### src/rtl/ro_puf_pkg.sv
// ro_puf_pkg
// Shared definitions for the ring-oscillator PUF vote sequencer.
// Contents:
//   state_t / ST_*   : FSM state type and its 3-bit state constants
//   DEF_*            : default parameter values for the top level
//   maj_thresh()     : majority threshold. A bit wins the vote when its
//                      ones count is strictly greater than this value.
package ro_puf_pkg;

    typedef logic [2:0] state_t;

    localparam state_t ST_IDLE  = 3'd0;
    localparam state_t ST_CLEAR = 3'd1;
    localparam state_t ST_EVAL  = 3'd2;
    localparam state_t ST_SHIFT = 3'd3;
    localparam state_t ST_WRITE = 3'd4;
    localparam state_t ST_DONE  = 3'd5;

    localparam int DEF_SIG_BITS = 128;
    localparam int DEF_VOTES    = 5;
    localparam int DEF_TIMEOUT  = 4096;

    function automatic int maj_thresh(input int votes);
        return votes / 2;
    endfunction

endpackage

### src/rtl/ro_puf_vote.sv
// ro_puf_vote
// Accumulates the compare results of one challenge and reduces them to a
// single majority bit.
// Ports:
//   clk, rst   : clock, asynchronous active-low reset
//   clr        : clears the ones count and the vote index
//   acc_en     : accept bit_in as one more vote
//   bit_in     : compare result to accumulate
//   last_vote  : the vote currently being collected is the final one
//   maj_bit    : ones count is above the majority threshold
module ro_puf_vote
    import ro_puf_pkg::*;
#(
    parameter int VOTES = DEF_VOTES
) (
    input  logic clk,
    input  logic rst,
    input  logic clr,
    input  logic acc_en,
    input  logic bit_in,
    output logic last_vote,
    output logic maj_bit
);

    localparam int ONES_W = $clog2(VOTES + 1);
    localparam int VI_W   = $clog2(VOTES + 1);

    logic [ONES_W-1:0] ones;
    logic [VI_W-1:0]   vote_idx;

    // Counting register pair. The vote index may step to VOTES after the
    // final vote; the widths leave room for that, and the following clear
    // brings it back to zero before it is used again.
    always_ff @(posedge clk or negedge rst) begin
        if (!rst) begin
            ones     <= '0;
            vote_idx <= '0;
        end else if (clr) begin
            ones     <= '0;
            vote_idx <= '0;
        end else if (acc_en) begin
            ones     <= ones + ONES_W'(bit_in);
            vote_idx <= vote_idx + VI_W'(1);
        end
    end

    // The strict comparison against VOTES/2 is enough because VOTES is odd,
    // so a tie cannot occur.
    assign last_vote = (vote_idx == VI_W'(VOTES - 1));
    assign maj_bit   = (ones > ONES_W'(maj_thresh(VOTES)));

endmodule

### src/rtl/ro_puf_vote_ctrl.sv
// ro_puf_vote_ctrl
// Sequencer for the RO PUF. For every challenge it runs VOTES counter
// evaluations, majority-votes the results, shifts the bit into the signature
// register, and at the end writes the signature word to SRAM.
// Ports:
//   clk, rst        : clock, asynchronous active-low reset
//   start, sig_sel  : run request (honoured in IDLE/DONE) and SRAM word
//   cnt_done/cnt_bit: compare-finished pulse and its result
//   roen, cnt_clr   : RO pair enable and counter clear pulse
//   shift_reg_en/shift_bit : signature shift strobe and voted bit
//   ram_wren/ram_addr      : SRAM write strobe and latched word address
//   challenge_cnt   : current challenge index for the RO pair mux
//   busy, done, err : run status; err is a sticky watchdog flag
module ro_puf_vote_ctrl
    import ro_puf_pkg::*;
#(
    parameter int SIG_BITS = DEF_SIG_BITS,
    parameter int VOTES    = DEF_VOTES,
    parameter int TIMEOUT  = DEF_TIMEOUT,
    parameter int ADDR_W   = 4,
    parameter int CH_W     = $clog2(SIG_BITS)
) (
    input  logic              clk,
    input  logic              rst,
    input  logic              start,
    input  logic [ADDR_W-1:0] sig_sel,
    input  logic              cnt_done,
    input  logic              cnt_bit,
    output logic              roen,
    output logic              cnt_clr,
    output logic              shift_reg_en,
    output logic              shift_bit,
    output logic              ram_wren,
    output logic [ADDR_W-1:0] ram_addr,
    output logic [CH_W-1:0]   challenge_cnt,
    output logic              busy,
    output logic              done,
    output logic              err
);

    localparam int WD_W = $clog2(TIMEOUT);

    state_t          state;
    logic [WD_W-1:0] wdog;
    logic            accept_start;
    logic            vote_clr;
    logic            vote_acc;
    logic            last_vote;
    logic            maj_bit;

    assign accept_start = start && ((state == ST_IDLE) || (state == ST_DONE));
    assign vote_clr     = accept_start || (state == ST_SHIFT);
    assign vote_acc     = (state == ST_EVAL) && cnt_done;

    ro_puf_vote #(
        .VOTES (VOTES)
    ) u_vote (
        .clk       (clk),
        .rst       (rst),
        .clr       (vote_clr),
        .acc_en    (vote_acc),
        .bit_in    (cnt_bit),
        .last_vote (last_vote),
        .maj_bit   (maj_bit)
    );

    // Main sequencer. The watchdog is zeroed in CLEAR and counts EVAL
    // cycles; the timeout branch fires on the edge that would bring it to
    // TIMEOUT-1, and a cnt_done on that same edge takes priority.
    // challenge_cnt only advances in SHIFT when it is below SIG_BITS-1,
    // so it saturates instead of wrapping.
    always_ff @(posedge clk or negedge rst) begin
        if (!rst) begin
            state         <= ST_IDLE;
            challenge_cnt <= '0;
            ram_addr      <= '0;
            err           <= 1'b0;
            wdog          <= '0;
        end else begin
            case (state)
                ST_IDLE, ST_DONE: begin
                    if (start) begin
                        state         <= ST_CLEAR;
                        challenge_cnt <= '0;
                        ram_addr      <= sig_sel;
                        err           <= 1'b0;
                    end
                end
                ST_CLEAR: begin
                    wdog  <= '0;
                    state <= ST_EVAL;
                end
                ST_EVAL: begin
                    wdog <= wdog + WD_W'(1);
                    if (cnt_done) begin
                        state <= last_vote ? ST_SHIFT : ST_CLEAR;
                    end else if (wdog == WD_W'(TIMEOUT - 2)) begin
                        err   <= 1'b1;
                        state <= ST_DONE;
                    end
                end
                ST_SHIFT: begin
                    if (challenge_cnt == CH_W'(SIG_BITS - 1)) begin
                        state <= ST_WRITE;
                    end else begin
                        challenge_cnt <= challenge_cnt + CH_W'(1);
                        state         <= ST_CLEAR;
                    end
                end
                ST_WRITE: begin
                    state <= ST_DONE;
                end
                default: begin
                    state <= ST_IDLE;
                end
            endcase
        end
    end

    // Moore outputs decoded from the registered state only, so reset
    // forces them low immediately and no input reaches an output directly.
    always_comb begin
        roen         = (state == ST_EVAL);
        cnt_clr      = (state == ST_CLEAR);
        shift_reg_en = (state == ST_SHIFT);
        shift_bit    = (state == ST_SHIFT) && maj_bit;
        ram_wren     = (state == ST_WRITE);
        busy         = (state != ST_IDLE) && (state != ST_DONE);
        done         = (state == ST_DONE);
    end

endmodule

### config.mk
export PLATFORM = sky130hd
export DESIGN_NAME = ro_puf_vote_ctrl
export DESIGN_NICKNAME = d
export VERILOG_FILES = /design/src/rtl/ro_puf_pkg.sv /design/src/rtl/ro_puf_vote.sv /design/src/rtl/ro_puf_vote_ctrl.sv
export SDC_FILE = /design/constraint.sdc
export NUM_CORES = 1
export LEC_CHECK = 0
export BUFFER_PORTS_ARGS = -buffer_cell sky130_fd_sc_hd__buf_2
export CAP_MARGIN = 20
export CORE_ASPECT_RATIO = 0.5
export CORE_MARGIN = 10
export CORE_UTILIZATION = 47
export CTS_CLUSTER_SIZE = 28
export DETAILED_ROUTE_END_ITERATION = 16
export GPL_ROUTABILITY_DRIVEN = 0
export PLACE_DENSITY = 0.68
export REMOVE_ABC_BUFFERS = 1
export SLEW_MARGIN = 20
export SYNTH_ARGS = -nofsm -noshare
export SYNTH_HDL_FRONTEND = slang
export SYNTH_HIERARCHICAL = 1
export SYNTH_SLANG_ARGS = --single-unit
### constraint.sdc
create_clock -name clk -period 3.68 [get_ports clk]
set_input_delay 1.104 -clock clk [delete_from_list [all_inputs] [get_ports clk]]
set_output_delay 1.104 -clock clk [all_outputs]
set_load 0.01 [all_outputs]
==> run summary <==
Synth cell types = 34
Via count = 1303
Tmin final = 2.83 ns
CTS tree = done
Critical-path top delay cell = or3b_1
Routed Antenna Nets = 0
DRC errors left = 0
PostCTS Resize Cnt = 0
CTS clk-pin slew, worst paths = 0.07 ns
WL/cell = 13.7 um
CP max stage delay = 0.64 ns
Initial antenna violation count = 0
Unrepaired setup endpoints after global routing = false
Status = completed
First-pass GRT wire length = 5.78 mm
CP cell instances = or3b_1 > inv_2 > buf_2
Synthesized area per cell = 9.79 um^2
Slew headroom = 51.1%
Crit share post-route = 77.0%
Hold Path Class = flop to flop
DR WL met3 = 154 um
Worst-path maximum fanout = 16
Number of global-route vias before repair = 1236
Cell Area, Placed = 0.00186 mm^2
Util after Layout = 56.9%
Largest net degree at the start of global routing = 34
Fillers = 330
Critical path launch point type = flop
Max cap viols = 0
Num CTS Buffers = 5
Critical Path Start = state[2]
Detailed Routing Iterations Pass 1 = 6
Gr usage total = 10.6%
Worst path top cell family by delay = simple AND/OR/NAND/NOR gates
# diodes = 0
Clock sink count = 33
Die X = 105 um
Crit end category = output pin
Final hold vios = 0
Clk buf depth = 2
Critical Path RT = 2.58 ns
Highest routing layer actually used = met4
Vias per cell = 5.13
Synth Instances = 173
CP Depth = 3
Fin Hold WS = 0.482 ns
Synth-to-layout area growth = 16.1%
R2R Setup Slk = 1.55 ns
Static Leakage = 0.000947 uW
Postcts setup bufs = 0
Setup-failing EPs final = 0
DP Worst Slack = 1.17 ns
Peak supply drop = 252 uV
Number of top-level pins = 28
Initial Utilization = 49.0%
Setup ws final = 0.848 ns
Max-slew violation count = 0
Port Buffer Count = 27
Hpwl dp = 2.58 mm
Htree depth = 2
DR iter-0 viols = 75
CTS Hold Bufs = 0
Fmax = 0.353 GHz
Setup TNS = 0 ns
Post-route design area = 0.00197 mm^2
Root Buffer Master = clkbuf_8
CP Class = flop to output pin
Core Area = 0.00345 mm^2
Fin Clk Skew = 0.00256 ns
Row count = 15
Layout cells sized above 1 = 21.7%
Crit path capture = roen
Fin nets = 218
RR Startpoint = state[2]
Post-synthesis sequential area ratio = 48.8%
Slew @ Worst Pin = 0.734 ns
Power Dens Cells = 625 mW/mm^2
Yosys warnings = 6
Die Ht = 62.4 um
Mapped Area = 0.00169 mm^2
Post-synthesis register bit count = 33
Clock Latency Late Sink = 0.28 ns
Die ar. = 0.00655 mm^2
R2R depth = 5
Metal-1 WL = 1.66 mm
Multi-input logic area = 802 um^2
WL final = 3.49 mm
Buffers & Inverters on Critical Path = 2
Total gr overflow = 0
Metal2 WL = 1.64 mm
RR Endpoint = u_vote/ones[0]
Register area = 826 um^2
Arr. time, crit path = 1.73 ns
-- where the power goes --
group	leakage (uW)	internal (uW)	switching [uW]
Sequential	0.000443	437	71.1
Clock	0.0000542	169	134
Combinational	0.000450	158	260
-- placed cells by master (no fill, tap or decap), drive strengths merged, types with 3 or more instances in the layout --
master,count
nand3b,4
a31oi,3
inv,10
nand2,14
nand4,5
o31ai,3
nor2,15
o21ai,15
mux2i,7
dfrtp,33
and2,6
a21oi,5
nor3,7
ha,7
nand3,11
clkbuf,7
mux2,4
buf,27
-- cells by family (layout without fill, tap and decap cells) --
family,count (synthesis),after routing,synth area share (%)
adders and majority gates,7,7,5.17
muxes,11,11,6.80
AOI/OAI and AO/OA,35,35,12.9
and+or+nand+nor,69,69,21.0
DFF,33,33,48.8
buffers and inverters,15,45,3.84
xor gates and xnor gates,3,3,1.55
-- Yosys cell counts --
cell	instances	area, um^2
buf_2	1	5.00
mux2i_1	7	70.1
mux2_2	4	45.0
nor3_1	7	35.0
nand3_1	11	55.1
inv_2	3	11.3
or3_1	2	12.5
a21o_1	2	15.0
o21ai_0	5	25.0
inv_1	7	26.3
or3b_1	1	8.76
nor2_1	15	56.3
ha_1	7	87.6
xnor2_1	2	17.5
nand2_1	14	52.6
clkbuf_1	3	11.3
a211oi_1	1	7.51
o31ai_1	3	22.5
o21ai_1	10	50.1
a221o_1	1	10.0
nand2b_1	1	6.26
and2b_1	1	7.51
and2_1	6	37.5
nand3b_1	4	30.0
dfrtp_1	33	826
buf_6	1	11.3
a2bb2oi_1	1	8.76
o211ai_1	2	15.0
a31oi_1	3	18.8
xor2_1	1	8.76
a21oi_1	5	25.0
a21bo_1	2	20.0
or4_4	2	22.5
nand4_1	5	31.3
-- worst register-to-register path, delay by kind of cell, from the launching register on --
kind / cells / cell delay, ns
simple gates: 3 / 1.10
mux: 1 / 0.26
flops: 1 / 0.44
buf+inv: 1 / 0.22
-- through the flow --
step / total power [uW] / cells
4_1_cts: 1250 / 254
2_1_floorplan: 783 / 168
3_3_place_gp: 919 / 246
5_1_grt: 1320 / 254
3_5_place_dp: 941 / 246
6_report: 1230 / 254
-- worst min path at each step --
stage / startpoint / endpoint / slack (ns) / cells after the start
floorplan: wdog[11] / wdog[11] / 0.44 / 1
global placement: err / err / 0.46 / 1
detailed placement: wdog[11] / wdog[11] / 0.47 / 1
CTS: wdog[11] / wdog[11] / 0.48 / 1
global route: wdog[11] / wdog[11] / 0.51 / 1
finish: wdog[11] / wdog[11] / 0.48 / 1
-- sequential cells by signal, indices dropped and copies added, names as in the netlist --
| signal | flops |
|---|---|
| challenge_cnt | 7 |
| err | 1 |
| ram_addr | 4 |
| state | 3 |
| u_vote/ones | 3 |
| u_vote/vote_idx | 3 |
| wdog | 12 |
-- per-layer routing --
layer / vias up / track usage, %
met1: 600 / 12.9
li1: 671 / -
met5: - / 0
met3: 5 / 3.60
met4: 0 / 3.57
met2: 27 / 17.1
-- cell type report --
cell class,instances,share of cell area [%]
sequential,33,42.0
multi-input combinational,125,40.8
timing repair buffer,27,6.87
clock buffer,7,4.90
tap,51,3.25
inverter,10,1.91
clock inverter,1,0.255
No activity file was read; power rests on OpenSTA's default activity.
